$ cat config.mk
export PLATFORM = sky130hd
export DESIGN_NAME = segment_pipe_reg
export DESIGN_NICKNAME = d
export VERILOG_FILES = /design/src/rtl/segment_pipe_reg.sv
export SDC_FILE = /design/constraint.sdc
export NUM_CORES = 1
export LEC_CHECK = 0
export ABC_AREA = 1
export CAP_MARGIN = 20
export CORE_MARGIN = 1
export CORE_UTILIZATION = 43
export DETAILED_ROUTE_END_ITERATION = 6
export PLACE_DENSITY = 0.86
export SLEW_MARGIN = 20
export SYNTH_ARGS = -nofsm -noshare
export SYNTH_HDL_FRONTEND = slang
export SYNTH_SLANG_ARGS = --single-unit
$ cat constraint.sdc
create_clock -name clk -period 2.4 [get_ports clk]
set_clock_uncertainty 0.2 [all_clocks]
set_input_delay 0.24 -clock clk [delete_from_list [all_inputs] [get_ports clk]]
set_output_delay 0.24 -clock clk [all_outputs]
set_load 0.01 [all_outputs]
$ cat src/rtl/segment_pipe_reg.sv
// Parametrised pipeline segment register: DEPTH stages of {valid, ctrl, data},
// with stall/flush control, registered occupancy and saturating event counters.
module segment_pipe_reg #(
  parameter int CTRL_W = 12,
  parameter int DATA_W = 108,
  parameter int DEPTH  = 1,
  parameter int CNT_W  = 16
) (
  input  logic              clk,
  input  logic              rst,
  input  logic              stall_i,
  input  logic              flush_i,
  input  logic              valid_i,
  input  logic [CTRL_W-1:0] ctrl_i,
  input  logic [DATA_W-1:0] data_i,
  output logic              valid_o,
  output logic [CTRL_W-1:0] ctrl_o,
  output logic [DATA_W-1:0] data_o,
  output logic [3:0]        occ_o,
  output logic [CNT_W-1:0]  stall_cnt_o,
  output logic [CNT_W-1:0]  flush_cnt_o
);

  logic [DEPTH-1:0]             validQ, validD;
  logic [DEPTH-1:0][CTRL_W-1:0] ctrlQ, ctrlD;
  logic [DEPTH-1:0][DATA_W-1:0] dataQ, dataD;
  logic [3:0]                   occQ, occD;
  logic [CNT_W-1:0]             stallCnt, flushCnt;

  always_comb begin
    validD = validQ;
    ctrlD  = ctrlQ;
    dataD  = dataQ;
    if (flush_i) begin
      // Bubbles keep their data payload; only valid and control are cleared.
      validD = '0;
      ctrlD  = '0;
    end else if (!stall_i) begin
      validD[0] = valid_i;
      ctrlD[0]  = valid_i ? ctrl_i : '0;
      dataD[0]  = data_i;
      for (int unsigned k = 1; k < DEPTH; k++) begin
        validD[k] = validQ[k-1];
        ctrlD[k]  = ctrlQ[k-1];
        dataD[k]  = dataQ[k-1];
      end
    end
    occD = 4'($countones(validD));
  end

  always_ff @(negedge clk or negedge rst) begin
    if (!rst) begin
      validQ   <= '0;
      ctrlQ    <= '0;
      dataQ    <= '0;
      occQ     <= '0;
      stallCnt <= '0;
      flushCnt <= '0;
    end else begin
      validQ <= validD;
      ctrlQ  <= ctrlD;
      dataQ  <= dataD;
      occQ   <= occD;
      if (flush_i) begin
        if (flushCnt != '1) flushCnt <= flushCnt + CNT_W'(1);
      end else if (stall_i) begin
        if (stallCnt != '1) stallCnt <= stallCnt + CNT_W'(1);
      end
    end
  end

  assign valid_o     = validQ[DEPTH-1];
  assign ctrl_o      = validQ[DEPTH-1] ? ctrlQ[DEPTH-1] : '0;
  assign data_o      = dataQ[DEPTH-1];
  assign occ_o       = occQ;
  assign stall_cnt_o = stallCnt;
  assign flush_cnt_o = flushCnt;

endmodule

==> metrics.yaml <==
clk_pin_slew_ns: 0.05
pre_cts_ws_ns: -0.799
area_growth_pct: 74.0
cts_tree: "done"
clock_latency_ns: 0.40
synthFlopType: "dfrtn_1"
clk_path_buf_depth: 2
cp_max_fo: 6
multi_input_area_um2: 2750
status: "finished with violations"
arrival_ns: 2.60
clock_sinks: 153
ys_types: 29
cts_buffers: 17
core_area_um2: 14800
post_drt_wl_per_cell_um: 19.0
critPathLaunchType: "flip-flop"
synth_top_area_share: 0.579
rsz0062_at_grt: "true"
drc: 0
grt_max_degree: 34
r2r-end: "flush_cnt_o[9]"
finalMaxSlewViolations: 0
rows: 44
peakVddDrop_mv: 0.479
root_buffer: "clkbuf_16"
p_leak_nw: 5.66
clkPwrFrac: 0.331
wl_mm: 23.1
power.share.combinational: 0.282
timing.rr.start: "flush_cnt_o[1]"
num_vias: 6116
critPathCapture: "ctrl_o[8]"
regArea_um2: 3830
syn_area_um2: 6610
hp-class: "flip-flop to flip-flop"
power.switching_mw: 2.33
internal-power_mw: 5.99
switching_share: 0.280
grt_overflow: 0
die_w_um: 126
h-tree-depth: 4
die_height_um: 126
antenna_left: 0
cp-end-kind: "output port"
violations: "negative setup slack"
drive_above_1_share: 0.445
worst_slack_ns: -0.640
synth-async-reset-ratio: 1.00
synth_area_leader_cell: "dfrtn_1"
num-nets-final: 1142
die-area_um2: 15900
crit_type: "flip-flop to output port"
powerDensity_nw_per_um2: 723
maxCapViolCount: 0
total_power_mw: 8.32
hold_violations: 0
boundaryPins: 282
crit_path_start: "occ_o[0]"
start_util: 0.448
ctsHoldBuffers: 0
reg2regPathDepth: 13
ys_seq_elements: 153
dr.pass1.iters: 6
vias_per_cell: 5.04
synth-edff-count: 0
syn_inst: 581
fin_util: 0.780
required_ns: 1.96
gp_congestion: 0.921
fin_tns_setup_ns: -35.20
synth_area_per_cell_um2: 11.4
antenna_found_initial: 1
setup_viol: 171
fillers: 835
dp_hpwl_mm: 14.2
ys_seq_area_frac: 0.579
synthTopCellsByArea: "dfrtn_1 58%, mux2_1 13%, nand2_1 8.3%"
regToRegSetupSlack_ns: 0.16
yosysWarnings: 0
grtUsageTotal: 0.276
grt_pass1_vias: 6059
grt_pass1_wl_mm: 32.9
portBuffers: 278
first_iter_violations: 354
sequentialPowerShare: 0.387
layer usage:
metal | global-route usage | wire length [um]
met1 | 0.293 | 8300
met2 | 0.508 | 12200
met3 | 0.0769 | 1650
met4 | 0.123 | 948
met5 | 0 | 0
cell usage in the layout (no fill, tap or decap), types with 2 or more instances in the layout:
master	count
clkinvlp_4	3
conb_1	3
mux2_2	22
nand4_1	9
clkbuf_16	18
dfrtn_1	153
bufinv_16	2
buf_12	14
o21ai_1	4
nand3b_1	4
buf_8	4
nor2_1	32
mux2_4	49
o21ai_0	9
nand3_1	13
inv_1	24
clkbuf_8	4
xor2_1	2
clkdlybuf4s50_1	121
buf_16	5
nand2_1	135
mux2_1	37
buf_4	125
clkinv_2	3
nor2_4	5
inv_2	13
buf_6	75
nand2_2	8
buf_2	90
ha_1	2
nand2_4	7
inv_6	2
a32o_1	12
xnor2_1	8
nor2_2	5
worst min-delay path by stage:
stage                 endpoint  slack, ns  startpoint  cells past startpoint
finish              data_o[40]       0.23  data_o[40]                      1
detailed placement  data_o[57]       0.23  data_o[57]                      1
CTS                 data_o[57]       0.23  data_o[57]                      1
global route        data_o[24]       0.24  data_o[24]                      1
global placement    data_o[58]       0.23  data_o[58]                      1
floorplan             ctrlQ[0]       0.23    ctrlQ[0]                      1
area by class of cell:
class,count,area share
tap,184,0.0200
timing repair buffer,435,0.343
inverter,38,0.0126
clock buffer,22,0.0421
clock inverter,10,0.0100
multi-input combinational,370,0.239
sequential,153,0.333
antenna,1,0.000218
synth_stat cells, types with 2 or more instances:
master    number
a32o_1        12
o21ai_1        4
o21ai_0        9
buf_4         13
mux2_1        77
nand4_1        9
inv_2          3
mux2_2        31
xor2_1         2
dfrtn_1      153
nand3b_1       4
nand3_1       13
nand2_1      146
nor2_1        34
nor2_4         4
nor2_2         4
nand2_2        3
xnor2_1        8
buf_2          4
ha_1           2
buf_6          2
inv_1         35
clkbuf_1       3
power groups by stage:
stage | registers (mW) | clock network (mW) | logic [mW]
finish | 3.22 | 2.75 | 2.35
global route | 3.25 | 2.89 | 2.50
CTS | 3.19 | 2.75 | 2.05
detailed placement | 3.23 | 0 | 2.04
global placement | 3.20 | 0 | 2.00
floorplan | 3.42 | 0 | 0.499
kinds of logic after synthesis:
kind of cell,synth area share
adders and majority gates,0.00378
other,0.000567
DFF,0.579
xor gates and xnor gates,0.0132
AOI/OAI and AO/OA,0.0307
and+or+nand+nor,0.144
buffers and inverters,0.0445
muxes,0.184
flip-flops by register name (all words and copies together) (netlist names):
| register | flops |
|---|---|
| ctrlQ | 12 |
| flush_cnt_o | 16 |
| stall_cnt_o | 16 |
| data_o | 108 |
| occ_o | 1 |
critical path, stage by stage, from the launching register on:
cell and delay (ns):
dfrtn_1 0.47, buf_6 0.14, buf_16 0.12, buf_6 0.10, nand2_4 0.04, inv_2 0.05
buf_6 0.09
what timing repair did:
item                                    4_1_cts  5_1_grt
endpoints found under the setup margin      305      215
endpoints found under the hold margin         0        0
resized for setup                           723       69
pin swaps                                     1        2
gates cloned                                  7        1
buffers inserted                             47       40
per-stage QoR:
step	cell area [um2]	instances	hold slack, ns
2_1_floorplan	6700	583	0.227
3_3_place_gp	10200	1091	0.227
3_5_place_dp	10200	1091	0.234
4_1_cts	11000	1175	0.230
5_1_grt	11500	1212	0.239
6_report	11500	1213	0.228
(Power assumes the default switching activity.)
